File: config.mk
export PLATFORM = sky130hd
export DESIGN_NAME = compl_mul
export DESIGN_NICKNAME = d
export VERILOG_FILES = /design/src/rtl/compl_mul.sv
export SDC_FILE = /design/constraint.sdc
export NUM_CORES = 2
export LEC_CHECK = 0
export BUFFER_PORTS_ARGS = -buffer_cell sky130_fd_sc_hd__buf_2
export CORE_MARGIN = 2
export CORE_UTILIZATION = 55
export CTS_CLUSTER_SIZE = 28
export DETAILED_ROUTE_END_ITERATION = 8
export PLACE_DENSITY = 0.81
export SYNTH_ARGS = -nofsm -noshare
export SYNTH_HDL_FRONTEND = slang
export SYNTH_SLANG_ARGS = --single-unit
File: constraint.sdc
create_clock -name clk_i -period 13.9 [get_ports clk_i]
set_clock_uncertainty 0.2 [all_clocks]
set_input_delay 0 -clock clk_i [delete_from_list [all_inputs] [get_ports clk_i]]
set_output_delay 0 -clock clk_i [all_outputs]
set_load 0.1 [all_outputs]
File: src/rtl/compl_mul.sv
// rtl/compl_mul.sv - fully pipelined signed complex multiplier, 3 register stages
// Full-precision (a_i + j*a_q) * (b_i + j*b_q); one result per clock, no handshake.
module compl_mul #(
  parameter  int DATA_W = 18,
  localparam int OUT_W  = 2*DATA_W+1
) (
  input  logic              clk_i,
  input  logic              srst_i,
  input  logic [DATA_W-1:0] data_a_i_i,
  input  logic [DATA_W-1:0] data_a_q_i,
  input  logic [DATA_W-1:0] data_b_i_i,
  input  logic [DATA_W-1:0] data_b_q_i,
  output logic [OUT_W-1:0]  data_i_o,
  output logic [OUT_W-1:0]  data_q_o
);

  localparam int PROD_W = 2*DATA_W;

  logic signed [DATA_W-1:0] a_i_r, a_q_r, b_i_r, b_q_r;
  logic signed [PROD_W-1:0] p_ii, p_qq, p_iq, p_qi;
  logic signed [OUT_W-1:0]  p_ii_x, p_qq_x, p_iq_x, p_qi_x;
  logic signed [OUT_W-1:0]  res_i, res_q;

  // One extra bit of headroom makes the sum/difference exact for every operand pair.
  assign p_ii_x = $signed({p_ii[PROD_W-1], p_ii});
  assign p_qq_x = $signed({p_qq[PROD_W-1], p_qq});
  assign p_iq_x = $signed({p_iq[PROD_W-1], p_iq});
  assign p_qi_x = $signed({p_qi[PROD_W-1], p_qi});

  always_ff @(posedge clk_i or posedge srst_i) begin
    if (srst_i) begin
      a_i_r <= '0;
      a_q_r <= '0;
      b_i_r <= '0;
      b_q_r <= '0;
      p_ii  <= '0;
      p_qq  <= '0;
      p_iq  <= '0;
      p_qi  <= '0;
      res_i <= '0;
      res_q <= '0;
    end else begin
      a_i_r <= $signed(data_a_i_i);
      a_q_r <= $signed(data_a_q_i);
      b_i_r <= $signed(data_b_i_i);
      b_q_r <= $signed(data_b_q_i);
      p_ii  <= a_i_r * b_i_r;
      p_qq  <= a_q_r * b_q_r;
      p_iq  <= a_i_r * b_q_r;
      p_qi  <= a_q_r * b_i_r;
      res_i <= p_ii_x - p_qq_x;
      res_q <= p_iq_x + p_qi_x;
    end
  end

  assign data_i_o = res_i;
  assign data_q_o = res_q;

endmodule

Word-level counts from Yosys, hierarchy flattened
Cells that the tools add are included.
{ "word_totals": {"reg_bits": 290, "out_inout_bits": 74, "word_cells": 16} }
{ "op_classes": {"n_addsub": 2, "n_mul": 4} }
{ "op_table": {"columns": ["operator", "n"], "rows": [
  ["multiplier 18 x 18 -> 36 bit", 4],
  ["adder 36 x 36 -> 37 bit", 1],
  ["subtractor 36 x 36 -> 37 bit", 1]
]} }

Logic depth before layout (Yosys ltp)
{ "logic_depth": {"word_depth": 1, "mapped_depth": 28, "ltp_nobuf": 25} }

Worst setup path after synthesis
Ideal clock, no wire load.
{ "synth_path": {"path_kind": "reg2reg", "from": "register a_q_r[10]", "to": "register p_qi[29]", "setup_ps": 80, "t_arrival_ps": 6287, "required_time_ps": 13620, "path_slack_ps": 7333, "stages_incl_launch_ff": 24, "path_buffers": 2, "period_less_slack_ps": 6567, "path_cell_list": "dfrtp_1 -> clkbuf_1 -> clkbuf_1 -> nand2_1 -> fa_1 -> fa_1 -> fa_1 -> fa_1 -> inv_1 -> fa_1 -> inv_1 -> fa_1 -> inv_1 -> ha_1 -> and3_2 -> o21a_4 -> a41o_1 -> o211ai_2 -> a32oi_2 -> a21o_1 -> a2111o_1 -> a31o_1 -> a21oi_2 -> xnor2_1"} }
{ "synth_via": {"elab_chain_cells": 1} }
{ "synth_rtl": {"columns": ["element", "line", "text"], "rows": [
  ["from (decl)", "19", "logic signed [DATA_W-1:0] a_i_r, a_q_r, b_i_r, b_q_r;"],
  ["from (signal assigned)", "44", "a_q_r <= $signed(data_a_q_i);"],
  ["multiplier 18 x 18 -> 36 bit", "50", "p_qi <= a_q_r * b_i_r;"],
  ["to (signal assigned)", "50", null],
  ["to (decl)", "20", "logic signed [PROD_W-1:0] p_ii, p_qq, p_iq, p_qi;"]
]} }
No other way between the ends.

Worst setup path after layout
{ "layout_path": {"from": "register b_i_r[3]", "to": "register p_qi[34]"} }
{ "layout_via": {"elab_chain_cells": 1} }
{ "layout_rtl": {"columns": ["element", "line", "text"], "rows": [
  ["from (decl)", "19", null],
  ["from (signal assigned)", "45", "b_i_r <= $signed(data_b_i_i);"],
  ["multiplier 18 x 18 -> 36 bit", "50", null]
]} }
No other way between the ends.

==> flow_metrics.py <==
metrics = {
    "timing": {
        "timing.hold.ws_ps": 265,
        "layout_min_cycle_time_ps": 7920,
        "finalHoldViolations": 0,
        "rsz0062_at_grt": "false",
        "fin_crit_sh": 0.570,
        "tightest_slew_ps": 1320,
        "maxSlewHeadroom": 0.123,
        "fin_setup_tns_ps": 0,
        "fmax_mhz": 126,
        "setup_violations": 0,
        "slew_viol_final": 0,
    },
    "drt": {
        "drc_errors": 0,
        "drt_pass1_iterations": 6,
        "antenna_left": 0,
        "avgRoutedWirePerCell_um": 17.5,
        "viasPerCell": 5.39,
        "drt-initial-drc-count": 2729,
        "routed_wl_um": 137000,
        "via_count": 42027,
    },
    "clocking": {
        "cts_sinks": 290,
        "cts_tree": "yes",
        "hold_buffers": 146,
        "root_buffer": "clkbuf_16",
        "clkLatencyLatePin_ps": 620,
        "cts_setup_buffers": 0,
        "htreeDepth": 2,
        "cts.repair.resized": 0,
        "clk_pin_slew_worst_paths_ps": 60,
        "cts_buffer_depth": 3,
        "cts_buffers": 42,
    },
    "placed_design": {
        "globalplace.congestion": 0.890,
        "post-dp-hpwl_um": 103000,
        "io_buffers": 147,
        "dpl_cell_area_um2": 61400,
    },
    "global_route": {
        "antenna_found_initial": 1,
        "grt_first_pass_wirelength_um": 233000,
        "grt_usage": 0.262,
        "grt.overflow.total": 0,
        "grt_pass1_vias": 46637,
        "grt_max_degree": 113,
    },
    "synth": {
        "ys_seq_area_frac": 0.122,
        "syn-num-nets": 8059,
        "syn_inst": 6223,
        "yosys_warnings": 0,
        "avgSynthCellArea_um2": 9.54,
        "ys_ff_latch": 290,
        "synth_cell_type_count": 84,
        "synth_edf_count": 0,
        "async_flop_share": 1.00,
        "syn-cell-area_um2": 59400,
        "synth_ff_type": "dfrtp_1",
    },
    "die": {
        "die_y_um": 333,
        "rows": 120,
        "ioPinCount": 148,
        "start_util": 0.554,
        "core_area_um2": 107000,
        "dieArea_um2": 111000,
        "die_w_um": 333,
    },
    "setup_path": {
        "worst-path-max-fanout": 19,
        "crit_arrival_ps": 8270,
        "cp-start-kind": "flop",
        "timing.critical_path.to_type": "flop",
        "crit_type": "flop to flop",
        "required_ps": 14250,
    },
    "final_layout": {
        "post-route-util": 0.601,
        "n_antenna_cell": 0,
        "final_area_um2": 64300,
        "fillers": 8705,
        "drive_gt1_frac": 0.0507,
        "final_nets": 8195,
        "synthToLayoutAreaGrowth_pct": 8.40,
    },
    "outcome": {
        "outcome": "completed",
    },
    "min_path": {
        "hold_class": "flop to flop",
    },
    "flow_run": {
        "maxCapViolations": 0,
    },
}
sequential cells by signal, indices dropped and copies added, names as in the netlist:
signal,count
a_i_r,18
a_q_r,18
b_i_r,18
b_q_r,18
data_i_o,37
data_q_o,37
p_ii,36
p_iq,36
p_qi,36
p_qq,36
cells in the mapped netlist, drive strengths merged (12+ instances only):
library cell,n,area [µm²]
nand4,15,93.8
xnor2,157,1380
a211oi,12,90.1
fa,1318,26400
nand2b,47,297
o21ai,92,468
clkbuf,271,1020
inv,1559,5850
nor3,26,130
nand2,640,2400
xor2,43,377
o21a,21,166
a21o,89,669
and2,658,4120
nand3,27,135
and3,20,126
o21bai,26,195
a31oi,18,113
dfrtp,290,7260
nor2b,25,164
ha,444,5560
a21oi,153,773
nor2,150,563
per-layer routing:
metal | part of all wire | wire length, µm | track usage | vias up
li1 | - | - | - | 18474
met1 | 0.39 | 52700 | 0.338 | 21603
met2 | 0.49 | 66700 | 0.436 | 1601
met3 | 0.071 | 9680 | 0.0366 | 349
met4 | 0.055 | 7570 | 0.129 | 0
met5 | 0 | 0 | 0 | -
cell usage in the layout, fill, tap and decap left out, types with 11 or more instances in the layout:
cell type      count
inv_1           1557
fa_1            1318
and2_1           658
nand2_1          640
ha_1             444
dfrtp_1          288
xnor2_1          157
a21oi_1          151
nor2_1           150
buf_2            147
dlygate4sd3_1    146
a21o_1            88
buf_4             73
o21ai_0           64
nand2b_1          46
clkbuf_16         45
xor2_1            43
nand3_1           27
o21ai_1           26
nor3_1            26
o21bai_1          26
nor2b_1           24
o21a_1            19
and3_1            19
a31oi_1           18
nand4_1           15
a211oi_1          12
clkbuf_8          11
layout make-up:
type | instances | area, µm² | share of cell area
Multi-Input combinational cell | 4099 | 45200 | 0.703
Timing Repair Buffer | 366 | 2750 | 0.0427
Inverter | 1560 | 5860 | 0.0911
Clock inverter | 21 | 234 | 0.00364
Clock buffer | 57 | 1280 | 0.0199
Sequential cell | 290 | 7260 | 0.113
Tap cell | 1403 | 1760 | 0.0273
final timing paths:
check / endpoint / from / slack (ps) / depth (start not counted)
max in group asynchronous: p_qq[33]$_DFF_PP0_ / srst_i / 10870 / 6
min in group asynchronous: a_q_r[4]$_DFF_PP0_ / srst_i / 530 / 4
max reg2reg: p_qi[34]$_DFF_PP0_ / b_i_r[3]$_DFF_PP0_ / 5980 / 22
min reg2reg: data_q_o[0]$_DFF_PP0_ / p_qi[0]$_DFF_PP0_ / 260 / 1
min: data_q_o[0]$_DFF_PP0_ / p_qi[0]$_DFF_PP0_ / 260 / 1
max: p_qi[34]$_DFF_PP0_ / b_i_r[3]$_DFF_PP0_ / 5980 / 22
critical path, cell delays in order (launching register included):
cell,delay (ps)
dfrtp_1,920
buf_4,410
nand2_1,200
fa_1,520
fa_1,510
fa_1,510
inv_1,70
fa_1,490
fa_1,490
inv_1,50
fa_1,470
inv_1,40
ha_1,330
a2111oi_0,540
o21ai_1,210
o22ai_1,260
nor2_1,90
a221oi_1,590
o21ai_1,310
a21oi_1,220
o21bai_1,100
a21oi_1,180
xnor2_1,130
stage by stage:
| step | setup WS (ps) | std cells |
|---|---|---|
| after global placement | 6340 | 7572 |
| final | 5980 | 7796 |
| after detailed placement | 6140 | 7572 |
| after global routing | 5640 | 7796 |
| after CTS | 6100 | 7796 |
| after floorplan | 5690 | 6223 |
cell families after synthesis:
logic type	share of synthesized area
AOI/OAI and AO/OA	0.0547
xor gates and xnor gates	0.0295
adders and majority gates	0.538
buffers and inverters	0.116
DFF	0.122
muxes	0.000169
and+or+nand+nor	0.139
Power is not shown: default switching activity piles up to over one toggle a cycle in this logic, so the estimate is an artifact.
